[src/rtl/uart_pkg.sv]
// Shared UART definitions: frame constants, line levels and the FSM state encoding.
// Imported by both the transmitter and the receiver so their framing stays identical.
package uart_pkg;

    localparam int UART_DATA_BITS  = 8;
    localparam int UART_FRAME_BITS = 11;

    localparam logic UART_START_LEVEL = 1'b0;
    localparam logic UART_STOP_LEVEL  = 1'b1;
    localparam logic UART_IDLE_LEVEL  = 1'b1;

    typedef enum logic [2:0] {
        IDLE,
        START,
        DATA,
        PARITY,
        STOP
    } uart_state_e;

    function automatic logic even_parity(input logic [UART_DATA_BITS-1:0] bits);
        return ^bits;
    endfunction

endpackage

[src/rtl/uart_baud_tick.sv]
// Bit-period counter: counts 0..CLKS_PER_BIT-1 and flags the terminal count on tick.
// clear restarts the period from 0 on the next edge.
module uart_baud_tick
    import uart_pkg::*;
#(
    parameter int unsigned CLKS_PER_BIT = 1
) (
    input  logic clk,
    input  logic rst_n,
    input  logic clear,
    output logic tick
);

    localparam int W = (CLKS_PER_BIT > 1) ? $clog2(CLKS_PER_BIT) : 1;
    localparam logic [W-1:0] TERM = W'(CLKS_PER_BIT - 1);

    logic [W-1:0] cnt_q;
    logic [W-1:0] cnt_d;

    assign tick = (cnt_q == TERM);

    // NOTE: cnt_d gets its default before any branch, so no path leaves it unassigned (no latch).
    always_comb begin
        cnt_d = cnt_q + W'(1);
        if (clear || tick) begin
            cnt_d = '0;
        end
    end

    // NOTE: state registers use non-blocking assignment so every flop samples pre-edge values.
    always_ff @(posedge clk or negedge rst_n) begin
        if (!rst_n) begin
            cnt_q <= '0;
        end else begin
            cnt_q <= cnt_d;
        end
    end

endmodule

[src/rtl/uart_transmitter.sv]
// UART transmit path: valid/ready byte intake, one-entry holding register, 11-bit frame shifter.
// Define UART_TX_PARITY_EN to carry even parity in the parity slot; otherwise it is driven high.
module uart_transmitter
    import uart_pkg::*;
#(
    parameter int unsigned CLKS_PER_BIT = 1
) (
    input  logic                      clk,
    input  logic                      rst_n,
    input  logic [UART_DATA_BITS-1:0] data,
    input  logic                      send,
    output logic                      ready,
    output logic                      tx,
    output logic                      busy,
    output logic                      done
);

    localparam logic [2:0] LAST_IDX = 3'(UART_DATA_BITS - 1);

    uart_state_e               state_q, state_d;
    logic [UART_DATA_BITS-1:0] hold_q, hold_d;
    logic                      hold_full_q, hold_full_d;
    logic [UART_DATA_BITS-1:0] shift_q, shift_d;
    logic                      parity_q, parity_d;
    logic [2:0]                bit_idx_q, bit_idx_d;
    logic                      tx_q, tx_d;
    logic                      busy_q, busy_d;
    logic                      done_q, done_d;

    logic tick;
    logic clear;
    logic load;
    logic move;
    logic slot_bit;

    uart_baud_tick #(
        .CLKS_PER_BIT(CLKS_PER_BIT)
    ) u_baud_tick (
        .clk  (clk),
        .rst_n(rst_n),
        .clear(clear),
        .tick (tick)
    );

`ifdef UART_TX_PARITY_EN
    assign slot_bit = even_parity(hold_q);
`else
    assign slot_bit = 1'b1;
`endif

    // Load needs an empty holding register and move needs a full one, so they never coincide.
    assign load  = send && !hold_full_q;
    assign move  = hold_full_q && ((state_q == IDLE) || ((state_q == STOP) && tick));
    assign clear = (state_q == IDLE) || (state_d != state_q);

    always_comb begin
        state_d     = state_q;
        hold_d      = hold_q;
        hold_full_d = hold_full_q;
        shift_d     = shift_q;
        parity_d    = parity_q;
        bit_idx_d   = bit_idx_q;

        if (load) begin
            hold_d      = data;
            hold_full_d = 1'b1;
        end
        if (move) begin
            shift_d     = hold_q;
            parity_d    = slot_bit;
            hold_full_d = 1'b0;
        end

        unique case (state_q)
            IDLE: begin
                if (hold_full_q) begin
                    state_d = START;
                end
            end
            START: begin
                if (tick) begin
                    state_d   = DATA;
                    bit_idx_d = '0;
                end
            end
            DATA: begin
                if (tick) begin
                    shift_d = shift_q >> 1;
                    if (bit_idx_q == LAST_IDX) begin
                        state_d = PARITY;
                    end else begin
                        bit_idx_d = bit_idx_q + 3'd1;
                    end
                end
            end
            PARITY: begin
                if (tick) begin
                    state_d = STOP;
                end
            end
            STOP: begin
                if (tick) begin
                    state_d = hold_full_q ? START : IDLE;
                end
            end
            default: begin
                state_d = IDLE;
            end
        endcase
    end

    // Line outputs are registered from the current state, so tx/busy/done trail the FSM by one edge.
    always_comb begin
        tx_d   = UART_IDLE_LEVEL;
        busy_d = (state_q != IDLE);
        done_d = (state_q == STOP) && tick;
        unique case (state_q)
            IDLE:    tx_d = UART_IDLE_LEVEL;
            START:   tx_d = UART_START_LEVEL;
            DATA:    tx_d = shift_q[0];
            PARITY:  tx_d = parity_q;
            STOP:    tx_d = UART_STOP_LEVEL;
            default: tx_d = UART_IDLE_LEVEL;
        endcase
    end

    // NOTE: the byte registers are reset too, so a mid-frame reset leaves no stale data behind.
    always_ff @(posedge clk or negedge rst_n) begin
        if (!rst_n) begin
            state_q     <= IDLE;
            hold_q      <= '0;
            hold_full_q <= 1'b0;
            shift_q     <= '0;
            parity_q    <= 1'b1;
            bit_idx_q   <= '0;
            tx_q        <= UART_IDLE_LEVEL;
            busy_q      <= 1'b0;
            done_q      <= 1'b0;
        end else begin
            state_q     <= state_d;
            hold_q      <= hold_d;
            hold_full_q <= hold_full_d;
            shift_q     <= shift_d;
            parity_q    <= parity_d;
            bit_idx_q   <= bit_idx_d;
            tx_q        <= tx_d;
            busy_q      <= busy_d;
            done_q      <= done_d;
        end
    end

    assign ready = !hold_full_q;
    assign tx    = tx_q;
    assign busy  = busy_q;
    assign done  = done_q;

endmodule
[config.mk]
export PLATFORM = sky130hd
export DESIGN_NAME = uart_transmitter
export DESIGN_NICKNAME = d
export VERILOG_FILES = /design/src/rtl/uart_pkg.sv /design/src/rtl/uart_baud_tick.sv /design/src/rtl/uart_transmitter.sv
export SDC_FILE = /design/constraint.sdc
export NUM_CORES = 1
export LEC_CHECK = 0
export ABC_CLOCK_PERIOD_IN_PS = 4300
export CORE_ASPECT_RATIO = 0.9
export CORE_MARGIN = 3
export CORE_UTILIZATION = 49
export CTS_BUF_LIST = sky130_fd_sc_hd__clkbuf_4 sky130_fd_sc_hd__clkbuf_8
export DETAILED_ROUTE_END_ITERATION = 6
export GPL_TIMING_DRIVEN = 0
export PLACE_DENSITY = 0.82
export SYNTH_ARGS = -nofsm -noshare
export SYNTH_HDL_FRONTEND = slang
export SYNTH_HIERARCHICAL = 1
export SYNTH_SLANG_ARGS = --single-unit
export TNS_END_PERCENT = 20
[constraint.sdc]
create_clock -name clk -period 4.3 [get_ports clk]
set_input_delay 1.075 -clock clk [delete_from_list [all_inputs] [get_ports clk]]
set_output_delay 1.075 -clock clk [all_outputs]
set_load 0.05 [all_outputs]
==> reports/metrics.cfg <==
[status]
outcome = complete, no violations

[die]
core_area_mm2 = 0.00249
rows = 17
chipHeight_um = 55.0
io_pins = 15
die_width_um = 60.4
dieArea_mm2 = 0.00332
initial_utilization_pct = 52.5

[global_route]
grt.total_usage_pct = 15.5
grt_start_max_net_pins = 28
grt_pass1_wl_mm = 3.71
grt_pass1_vias = 806
grt-ovfl-total = 0
antenna_found_initial = 0

[sta]
slew_headroom_pct = 21.0
worst_slew_pin_slew_ns = 1.18
hold_viol = 0
tns_ns = 0
setup_violations = 0
drv_slew = 0
rsz0062_at_grt = no
holdWs_ns = 0.512
maxClockFrequency_mhz = 367
skew_ns = 0.00124
period_minus_slack_ns = 2.73
post-route-period-util_pct = 63.4

[clock_tree]
clock_latency_ns = 0.32
holdBufCountCts = 0
h-tree-depth = 1
cts_sinks = 27
cts_buffers = 3
cts_root_buf = clkbuf_4
post_cts_buffers = 0
cts_tree = built
cts-resized-gates = 0
clk_pin_slew_worst_paths_ns = 0.14
clockBufferDepth = 2

[critical_path]
crit_path_max_incr_delay_ns = 0.79
r2r-start = bit_idx_q[0]
endpoint_kind = output port
crit_family = buffers and inverters
cp-startpoint = tx
crit_chain = clkdlybuf4s50_1
path_max_fanout = 1
crit_buf_inv = 1
cp_num_cells = 1
start_kind = register
crit_slowest_cell = clkdlybuf4s50_1
cp_data_required_time_ns = 3.22
crit_type = reg -> out
rr_worst_depth = 5
cp_data_arrival_time_ns = 1.65

[placed_design]
port_buffers = 14
dpl_cell_area_mm2 = 0.00148
hpwl_mm = 1.68
routabilityCongestion = 0.716

[detailed_routing]
routed_via_density = 5.72
route.detailed.drc = 0
first_pass_iters = 4
routed_wirelength_mm = 2.30
drt_iter0_drc = 25
vias = 926
post_drt_wl_per_cell_um = 14.2
ant_nets = 0

[layout]
fin_area_mm2 = 0.00151
syn2layout_area_growth_pct = 15.5
antennaDiodeCount = 0
nets = 148
layout-drive-gt1-share_pct = 24.6
final.fill_count = 196

[logic_synthesis]
syn-instance-count = 116
syn_nets = 129
synth.avg_cell_area_um2 = 11.3
ys_warn_count = 6
netlist_area_mm2 = 0.00131

[hold_path]
hold_depth = 2
hold_start = shift_q[7]
hp-class = reg -> reg

[power]
power.leakage_nw = 0.676
peakVddDrop_v = 0.000537
finalPower_mw = 1.05
p_per_area_mw_per_mm2 = 696

[job]
max-cap-violations = 0

## layout make-up
class,instances,area (µm²),share of cell area [%]
clock buffer,3,22.5,1.49
tap,28,35.0,2.32
timing repair buffer,14,140,9.29
buffer,10,60.1,3.98
clock inverter,1,5.00,0.332
multi-input combinational,76,558,37.0
inverter,3,11.3,0.746
sequential,27,677,44.9
## flip-flops by register name, indices dropped and copies added, names as in the netlist
| name | flops |
|---|---|
| bit_idx_q | 3 |
| busy | 1 |
| done | 1 |
| hold_full_q | 1 |
| hold_q | 8 |
| shift_q | 8 |
| state_q | 3 |
| tx | 1 |
| u_baud_tick/cnt_q | 1 |
## report_power, final
part           switching, mW  total [mW]  internal (mW)  leakage, nW
Clock                 0.0717       0.107         0.0348       0.0177
Combinational          0.270       0.505          0.235        0.329
Sequential            0.0683       0.438          0.370        0.329
Total                  0.410        1.05          0.640        0.676
## worst reg2reg max path: cells and delay by family (launching register included)
kind	cells	cell delay [ns]
AOI/OAI and AO/OA	1	0.12
adders and majority gates	2	0.43
DFF	1	0.43
muxes	1	0.21
and+or+nand+nor	1	0.31
## metal layers
layer | vias up | wire length, µm | global-route usage [%]
met4 | 0 | 64 | 8.66
met2 | 31 | 1050 | 22.7
met3 | 6 | 88 | 2.78
li1 | 439 | - | -
met1 | 450 | 1100 | 21.7
met5 | - | 0 | 0
## path summary, 6_finish.rpt
check / to / slack (ns)
worst max-delay path: tx / 1.57
worst max register to register: bit_idx_q[0] / 2.76
worst min-delay path: shift_q[6] / 0.51
max in group asynchronous: hold_q[5] / 2.24
worst min register to register: shift_q[6] / 0.51
min in group asynchronous: shift_q[4] / 1.36
## per-stage QoR
| step | util, % | instances | setup WS (ns) |
|---|---|---|---|
| after floorplan | - | 116 | 2.49 |
| after global placement | 59.5 | 158 | 1.83 |
| after detailed placement | 59.5 | 158 | 1.75 |
| after CTS | 60.6 | 162 | 1.55 |
| after global routing | 60.6 | 162 | 1.50 |
| final | 60.6 | 162 | 1.57 |
## layout by cell type, fill, tap and decap left out, types with 2 or more instances in the layout
cell / instances
nor2_1: 4
mux2_2: 9
a22o_1: 5
nand2_1: 16
nand3_1: 8
o211ai_2: 7
o21ai_0: 3
nor2b_1: 5
clkbuf_4: 3
dfrtp_1: 26
buf_2: 6
inv_1: 3
buf_6: 2
clkdlybuf4s50_1: 14
ha_1: 2
nand2b_1: 2
No activity file was read; power rests on OpenSTA's default activity.
